### src/rtl/syncdown_timer.sv
// Loadable down-counter timer with one-cycle terminal-count pulse, sticky done
// flag, and selectable one-shot or auto-reload behaviour.
module syncdown_timer #(
    parameter int WIDTH = 4
) (
    input  logic             clk,
    input  logic             rst,
    input  logic             load,
    input  logic [WIDTH-1:0] load_val,
    input  logic             en,
    input  logic             reload_en,
    input  logic             ack,
    output logic [WIDTH-1:0] q,
    output logic             tc,
    output logic             busy,
    output logic             done
);

    typedef enum logic [1:0] {
        IDLE    = 2'd0,
        RUN     = 2'd1,
        EXPIRED = 2'd2
    } state_t;

    state_t           state_q, state_d;
    logic [WIDTH-1:0] q_q, q_d;
    logic [WIDTH-1:0] rv_q, rv_d;
    logic             tc_q, tc_d;
    logic             busy_q, busy_d;
    logic             done_q, done_d;

    always_ff @(posedge clk) begin
        if (rst) begin
            state_q <= IDLE;
            q_q     <= '0;
            rv_q    <= '0;
            tc_q    <= 1'b0;
            busy_q  <= 1'b0;
            done_q  <= 1'b0;
        end else begin
            state_q <= state_d;
            q_q     <= q_d;
            rv_q    <= rv_d;
            tc_q    <= tc_d;
            busy_q  <= busy_d;
            done_q  <= done_d;
        end
    end

    always_comb begin
        state_d = state_q;
        q_d     = q_q;
        rv_d    = rv_q;
        tc_d    = 1'b0;
        done_d  = done_q;

        if (load) begin
            q_d     = load_val;
            rv_d    = load_val;
            state_d = RUN;
            done_d  = 1'b0;
        end else begin
            unique case (state_q)
                IDLE: begin
                    state_d = IDLE;
                end
                RUN: begin
                    if (en) begin
                        if (q_q == '0) begin
                            // Expiry is taken on zero, so the count never wraps to all-ones.
                            tc_d = 1'b1;
                            if (reload_en) begin
                                q_d = rv_q;
                            end else begin
                                state_d = EXPIRED;
                                done_d  = 1'b1;
                            end
                        end else begin
                            q_d = q_q - 1'b1;
                        end
                    end
                end
                EXPIRED: begin
                    if (ack) begin
                        done_d  = 1'b0;
                        state_d = IDLE;
                    end
                end
                default: begin
                    state_d = IDLE;
                end
            endcase
        end

        // busy is registered so it tracks the state that will be current next cycle.
        busy_d = (state_d == RUN);
    end

    assign q    = q_q;
    assign tc   = tc_q;
    assign busy = busy_q;
    assign done = done_q;

endmodule

### config.mk
export PLATFORM = sky130hd
export DESIGN_NAME = syncdown_timer
export DESIGN_NICKNAME = d
export VERILOG_FILES = /design/src/rtl/syncdown_timer.sv
export SDC_FILE = /design/constraint.sdc
export NUM_CORES = 1
export LEC_CHECK = 0
export ABC_AREA = 1
export BUFFER_PORTS_ARGS = -buffer_cell sky130_fd_sc_hd__buf_2
export CAP_MARGIN = 20
export CORE_MARGIN = 4
export CORE_UTILIZATION = 40
export DETAILED_ROUTE_END_ITERATION = 7
export HOLD_SLACK_MARGIN = 0.05
export PLACE_DENSITY = 0.69
export SLEW_MARGIN = 20
export SYNTH_ARGS = -nofsm -noshare
export SYNTH_HDL_FRONTEND = slang
export SYNTH_SLANG_ARGS = --single-unit
### constraint.sdc
create_clock -name clk -period 1.4 [get_ports clk]
set_input_delay 0.28 -clock clk [delete_from_list [all_inputs] [get_ports clk]]
set_output_delay 0.28 -clock clk [all_outputs]
set_load 0.1 [all_outputs]
==> results of run 1 <==
==> worst min path at each step <==
| stage | to | slack (ns) |
|---|---|---|
| after floorplan | rv_q[3] | 0.35 |
| after global placement | rv_q[3] | 0.46 |
| after detailed placement | rv_q[3] | 0.46 |
| after CTS | rv_q[3] | 0.23 |
| after global routing | rv_q[3] | 0.23 |
| final | rv_q[3] | 0.25 |
==> metrics by stage <==
stage                     setup slack, ns  std cells  hold WS, ns
after floorplan                   -0.0265        108        0.349
after global placement             0.0662        148        0.456
after detailed placement           0.0580        148        0.463
after CTS                          0.0195        152        0.231
after global routing              0.00549        152        0.231
final                              0.0328        152        0.248
==> registers in the layout, summed over array words and instances (netlist names) <==
signal / flops
busy: 1
done: 1
q: 4
rv_q: 4
state_q: 2
tc: 1
==> cell usage in the layout, fill, tap and decap left out, types with 3 or more instances in the layout <==
master,count
inv_2,3
inv_1,14
a21oi_1,6
nand3_1,10
dfxtp_2,4
o21ai_1,5
o22ai_1,3
clkbuf_4,4
nand2_1,24
nor2_1,12
dfxtp_1,7
buf_2,14
==> metal layers <==
metal / wire length [um] / part of all wire, %
met1: 787 / 50
met2: 674 / 43
met3: 67 / 4.3
met4: 37 / 2.4
met5: 0 / 0
==> final cells by class <==
class,count,area (um^2)
clock buffer,4,26.3
fill,172,810
inverter,21,90.1
multi-input combinational,73,399
sequential,13,273
tap,25,31.3
timing repair buffer,16,97.6
==> where the power goes <==
part	internal [uW]	switching, uW
logic	97.1	220
registers	394	23.2
clock network	111	127
total	602	370
==> logic make-up after synthesis <==
kind of cell	share of synthesized area [%]
and+or+nand+nor	34.7
buffers and inverters	12.0
AOI/OAI and AO/OA	12.1
DFF	36.0
adders and majority gates	5.20
==> what timing repair did <==
action                                  CTS  global route
hold endpoints to repair                  0             0
resized for setup                         0             4
endpoints found under the setup margin    0             6
==> run summary, run 1 <==
worst path cell trace: buf_2
number of cells on the worst hold path: 2
Iteration-0 DRC Markers: 17
die span in y: 50.5 um
cell with the most instances after synthesis: nand2_1
Pwr Total: 972 uW
core footprint: 0.00173 mm^2
CTS sink cnt: 13
# DRC: 0
post-synthesis cell count: 108
number of flops mapped to enable cells by yosys: 0
R2R Setup Slk: 0.10 ns
met3 Usage GRT: 4.45%
syn_nets: 121
Clock Latency Late Sink: 0.28 ns
WL/cell: 10.3 um
Die X: 50.5 um
Rel. slew slack: 67.3%
Cell variety after synth: 21
Critical Path Start Type: flip-flop
fin area: 917 um^2
Area Growth Syn to Fin: 27.0%
Setup TNS: 0 ns
Port Buffer Count: 16
worst hold path type: in2reg
worst slew pin tran: 0.494 ns
top cell type's share of synthesized area: 36.0%
warnings from Yosys: 0
worst r2r path cells: 7
delay of the slowest cell on the worst path: 0.43 ns
reg-to-reg startpoint: q[0]
CP Class: reg2out
Async SR Flop Fraction: 0%
minimum clock period: 1.37 ns
crit share post-route: 97.7%
status: completed
cell depth of the worst setup path: 1
Main synth FF type: dfxtp_1
iteration count of the initial detailed-routing pass: 4
clock slew at reported path FFs: 0.08 ns
Syn Area/Cell: 6.68 um^2
# hold bufs at CTS: 0
most instantiated cells after synthesis: nand2_1 (24), inv_1 (16), dfxtp_1 (13)
Worst path slowest cell: buf_2
Std-Cell Rows: 15
Hold Vio Cnt, Final: 0
leak pwr: 0.000445 uW
number of global-route vias before repair: 636
number of post-CTS setup repair buffers: 0
Ports: 17
crit path capture: q[0]
busiest layer in global routing: met2
Longest Clk Path Bufs: 2
die area: 0.00255 mm^2
unrepaired setup endpoints after global routing: false
register area share after synthesis: 36.0%
CP endpoint kind: output port
Finish-stage setup viols: 0
Post-DRT Antenna Nets: 0
WP data required: 1.12 ns
max-cap viol count: 0
hold wc startpoint: rst
# diodes: 0
cell family with most CP delay: buffers and inverters
synth top area cells: dfxtp_1 (36%), nand2_1 (12%), inv_1 (8.3%)
grt total ovfl: 0
Worst Path Buf+Inv: 1
fmax: 0.731 GHz
DP Wirelength: 1250 um
gpl congestion: 0.861
gr usage total: 14.5%
CP arrival: 1.09 ns
CP Max Fanout: 4
pwr dens: 1060 mW/mm^2
Slew Limit Fails: 0
largest net degree at the start of global routing: 10
first-pass GRT wire length: 2750 um
met2 GRT Util: 20.4%
biggest area consumer among synthesized cells: dfxtp_1
initial core utilization: 41.8%
TritonCTS clock tree: built
GR Util met1: 19.6%
Vias: 693
CP startpoint: q[0]
vias per inst: 4.56
clk root buf: clkbuf_4
reg2reg end: busy
Final Util: 53.1%
TritonCTS buffer count: 3
Synth Cell Area: 722 um^2
post-synthesis register bit count: 13
initial antenna violation count: 0
fin nets: 141
fraction of layout cells with a size suffix above 1: 31.5%
placed cell area: 880 um^2
Max VDD drop: 0.000441 V
H-Tree Depth: 1
Routed WL: 1570 um
Clock Skew: 0.00519 ns
No activity file was read; power rests on OpenSTA's default activity.
==> run 2: changes to the inputs <==
--- a/config.mk
+++ b/config.mk
@@ -12,7 +12,7 @@
 export CORE_UTILIZATION = 40
 export DETAILED_ROUTE_END_ITERATION = 7
 export HOLD_SLACK_MARGIN = 0.05
-export PLACE_DENSITY = 0.69
+export PLACE_DENSITY = 0.68
 export SLEW_MARGIN = 20
 export SYNTH_ARGS = -nofsm -noshare
 export SYNTH_HDL_FRONTEND = slang
==> run 2 against run 1 <==
  * Non-clock buffer count unchanged
  * Sequential share of layout area decreased by 0.53 points
  * Critical path depth unchanged
  * Global-route usage decreased by 0.83 points
  * Sequential cell count unchanged
  * First-iteration DRC count increased by 24%
  * Core utilization increased by 0.72 points
  * Clock power about the same
==> run summary, run 2 (synthesized netlist as in run 1, its figures left out) <==
Worst Path Buf+Inv: 1
Rel. slew slack: 67.6%
Die X: 50.5 um
commonest cells after routing, fill and taps aside: nand2_1 (23), inv_1 (14), buf_2 (13), nor2_1 (12), nand3_1 (9)
clock slew at reported path FFs: 0.09 ns
grt total ovfl: 0
# diodes: 0
fin cells: 152
Clock Skew: 0.0110 ns
Area Growth Syn to Fin: 28.8%
fraction of layout cells with a size suffix above 1: 33.1%
die span in y: 50.5 um
Critical Path Start Type: flip-flop
initial antenna violation count: 0
met3 WL: 85 um
max-cap viol count: 0
delay of the slowest cell on the worst path: 0.42 ns
minimum clock period: 1.37 ns
core footprint: 0.00173 mm^2
area occupied by multi-input gates: 410 um^2
pwr dens: 1060 mW/mm^2
Pwr Total: 984 uW
worst hold path type: in2reg
commonest non-fill, non-tap cell in the layout: nand2_1
Max Used Layer: met4
fin nets: 141
CP Class: reg2out
TritonCTS buffer count: 3
crit share post-route: 97.6%
worst slew pin tran: 0.490 ns
CTS sink cnt: 13
clk root buf: clkbuf_4
CP arrival: 1.09 ns
Vias: 702
number of global-route vias before repair: 620
Ports: 17
filler instances: 178
Post-DRT Antenna Nets: 0
Reg area: 272 um^2
TritonCTS clock tree: built
die area: 0.00255 mm^2
Hold Vio Cnt, Final: 0
WL/cell: 11.2 um
CTS resizes: 0
# DRC: 0
status: completed
fmax: 0.732 GHz
cell family with most CP delay: buffers and inverters
largest net degree at the start of global routing: 10
H-Tree Depth: 1
Finish-stage setup viols: 0
Clock Latency Late Sink: 0.29 ns
gpl congestion: 0.848
number of post-CTS setup repair buffers: 0
Std-Cell Rows: 15
CP endpoint kind: output port
Routed WL: 1700 um
leak pwr: 0.000448 uW
Max VDD drop: 0.000462 V
Metal-1 WL: 794 um
WP data required: 1.12 ns
iteration count of the initial detailed-routing pass: 4
worst path cell trace: buf_2
gr usage total: 13.7%
DP Wirelength: 1270 um
vias per inst: 4.62
first-pass GRT wire length: 2640 um
Longest Clk Path Bufs: 2
CP Max Fanout: 4
Slew Limit Fails: 0
# hold bufs at CTS: 0
Port Buffer Count: 16
wire length on met2: 787 um
Worst path slowest cell: buf_2
initial core utilization: 41.8%
Iteration-0 DRC Markers: 21
# placed instances: 148
run 2: changes by cell type in the layout (fill, tap and decap cells not counted), sizes merged:
| cell | delta |
|---|---|
| buf | -1 |
| clkbuf | +1 |
run 2: cell type report:
| cell class | count | area share (%) |
|---|---|---|
| clock buffers | 4 | 2.83 |
| inverters | 21 | 9.69 |
| multi-input cells | 73 | 44.1 |
| flip-flops and latches | 13 | 29.2 |
| well taps | 25 | 3.36 |
| repair buffers | 16 | 10.8 |
run 2: stage by stage:
step / hold WS (ns) / cell area, um^2 / setup slack [ns] / setup TNS [ns] / utilization [%]
floorplan: 0.349 / 758 / -0.0265 / -0.0879 / -
global placement: 0.456 / 880 / 0.0710 / 0 / 50.9
detailed placement: 0.464 / 880 / 0.0829 / 0 / 50.9
CTS: 0.238 / 906 / 0.0110 / 0 / 52.5
global route: 0.241 / 930 / -0.0210 / -0.0248 / 53.8
finish: 0.247 / 930 / 0.0343 / 0 / 53.8
run 2: where the power goes:
| group | total, uW | switching (uW) | leakage [uW] | internal, uW |
|---|---|---|---|---|
| logic | 327 | 227 | 0.000324 | 99.8 |
| clock network | 240 | 129 | 0.0000150 | 111 |
| registers | 418 | 23.8 | 0.000109 | 394 |
run 2: per-layer routing:
layer  vias up  track usage (%)
met5         -                0
li1        375                -
met3         5             5.64
met1       309             16.9
met4         0             4.04
met2        13             21.7
run 2: path summary, 6_finish.rpt:
check	end	from	slack [ns]	cells after the start
setup / recovery	q[1]	q[1]	0.03	1
hold / removal	rv_q[3]	rst	0.25	2
setup reg to reg	q[2]	q[0]	0.07	9
hold reg to reg	rv_q[3]	rv_q[3]	0.48	2
==> run 3: changes to the inputs <==
--- a/config.mk
+++ b/config.mk
@@ -13,6 +13,7 @@
 export DETAILED_ROUTE_END_ITERATION = 7
 export HOLD_SLACK_MARGIN = 0.05
 export PLACE_DENSITY = 0.68
+export REMOVE_ABC_BUFFERS = 1
 export SLEW_MARGIN = 20
 export SYNTH_ARGS = -nofsm -noshare
 export SYNTH_HDL_FRONTEND = slang
==> run 3 against run 2 <==
  * Non-clock buffer count up 4
  * Wire length up 1.9%
  * Hold slack better by 0.019 ns
  * Critical path depth unchanged
  * Global-route usage up 0.66 points
  * Sequential share of layout area down 2.2 points
  * Sequential power about the same
  * Clock skew down 0.0090 ns
==> run summary, run 3 (synthesized netlist as in run 1, its figures left out) <==
initial antenna violation count: 0
fmax: 0.767 GHz
clock slew at reported path FFs: 0.07 ns
wire length on met2: 840 um
WP data required: 1.12 ns
gr usage total: 14.4%
filler instances: 179
Pwr Total: 1000 uW
Std-Cell Rows: 15
Hold Vio Cnt, Final: 0
minimum clock period: 1.30 ns
worst path cell trace: buf_2
worst hold path type: in2reg
H-Tree Depth: 1
fin nets: 145
Slew Limit Fails: 0
placed cell area: 896 um^2
grt total ovfl: 0
Iteration-0 DRC Markers: 1
worst slew pin tran: 0.485 ns
CP arrival: 1.02 ns
delay of the slowest cell on the worst path: 0.42 ns
CTS sink cnt: 13
Worst path slowest cell: buf_2
Metal-1 WL: 728 um
clk root buf: clkbuf_4
fraction of layout cells with a size suffix above 1: 31.3%
WL/cell: 11.1 um
core footprint: 0.00173 mm^2
Ports: 17
fin area: 976 um^2
leak pwr: 0.000474 uW
Routed WL: 1730 um
CP endpoint kind: output port
Area Growth Syn to Fin: 35.2%
dpl ws: 0.0281 ns
Clock Latency Late Sink: 0.27 ns
# hold bufs at CTS: 0
Final Util: 56.5%
Clock Skew: 0.00199 ns
final setup margin: 0.0968 ns
unrepaired setup endpoints after global routing: true
Worst Path Buf+Inv: 1
Finish-stage setup viols: 0
pwr dens: 1030 mW/mm^2
number of global-route vias before repair: 698
TritonCTS buffer count: 3
Die X: 50.5 um
die span in y: 50.5 um
Port Buffer Count: 16
initial core utilization: 41.8%
Reg area: 264 um^2
die area: 0.00255 mm^2
Max VDD drop: 0.000645 V
commonest cells after routing, fill and taps aside: nand2_1 (24), inv_1 (15), nor2_1 (12), buf_2 (12)
Vias: 742
# diodes: 0
Post-DRT Antenna Nets: 0
largest net degree at the start of global routing: 10
crit share post-route: 93.1%
CP Class: reg2out
CP Max Fanout: 2
Rel. slew slack: 67.9%
first-pass GRT wire length: 2770 um
Max Used Layer: met4
gpl congestion: 0.782
Longest Clk Path Bufs: 2
DP Wirelength: 1290 um
status: completed
iteration count of the initial detailed-routing pass: 4
met3 WL: 97 um
cell family with most CP delay: buffers and inverters
area occupied by multi-input gates: 415 um^2
TritonCTS clock tree: built
commonest non-fill, non-tap cell in the layout: nand2_1
vias per inst: 4.76
Critical Path Start Type: flip-flop
# DRC: 0
max-cap viol count: 0
==> run 3: cell types whose count changed in the layout (fill, tap and decap cells not counted), moves of 2 or more <==
cell / before / now
nand2_2: 2 / 0
clkbuf_4: 5 / 3
inv_4: 2 / 0
dfxtp_1: 8 / 10
nand3_2: 3 / 1
dfxtp_4: 2 / 0
buf_12: 1 / 3
buf_4: 0 / 5
==> run 3: metrics by stage <==
step / hold slack [ns] / setup TNS, ns / instances
finish: 0.265 / 0 / 156
global route: 0.256 / -0.0167 / 156
CTS: 0.254 / 0 / 155
detailed placement: 0.462 / 0 / 151
global placement: 0.461 / 0 / 151
floorplan: 0.349 / -5.30 / 107
==> run 3: path summary, 6_finish.rpt <==
| check | startpoint | end | slack [ns] | depth (start not counted) |
|---|---|---|---|---|
| setup / recovery | done | done | 0.1 | 1 |
| hold / removal | rst | rv_q[3] | 0.27 | 2 |
| setup reg to reg | q[0] | q[0] | 0.11 | 9 |
| hold reg to reg | rv_q[2] | rv_q[2] | 0.48 | 2 |
==> run 3: layout make-up <==
type                    instances  share of cell area [%]
clock buffers                   4                    2.69
inverters                      21                    8.33
multi-input cells              73                    42.6
flip-flops and latches         13                    27.1
well taps                      25                    3.21
repair buffers                 20                    16.2
==> run 3: worst register-to-register path: stages (launching register included) <==
cell     delay (ns)
dfxtp_2        0.33
inv_2          0.08
ha_4           0.14
inv_2          0.06
nor2_4         0.15
nand3_4        0.09
nand2_4        0.08
nand2_4        0.07
o21ai_1        0.12
nor2_1         0.06
==> run 3: per-layer routing <==
layer	GRT usage (%)	vias to the layer above
li1	-	390
met4	8.07	0
met1	16.2	326
met3	2.97	7
met2	25.0	19
met5	0	-
==> run 3: timing repair <==
| item | CTS | global route |
|---|---|---|
| buffers inserted | 0 | 1 |
| gates resized for setup | 1 | 11 |
| pin swaps | 0 | 1 |
| endpoints found under the setup margin | 1 | 7 |
==> run 3: where the power goes <==
group | internal, uW | switching [uW] | leakage [uW]
clock | 111 | 115 | 0.0000150
sequential | 393 | 22.4 | 0.000108
combinational | 127 | 235 | 0.000351
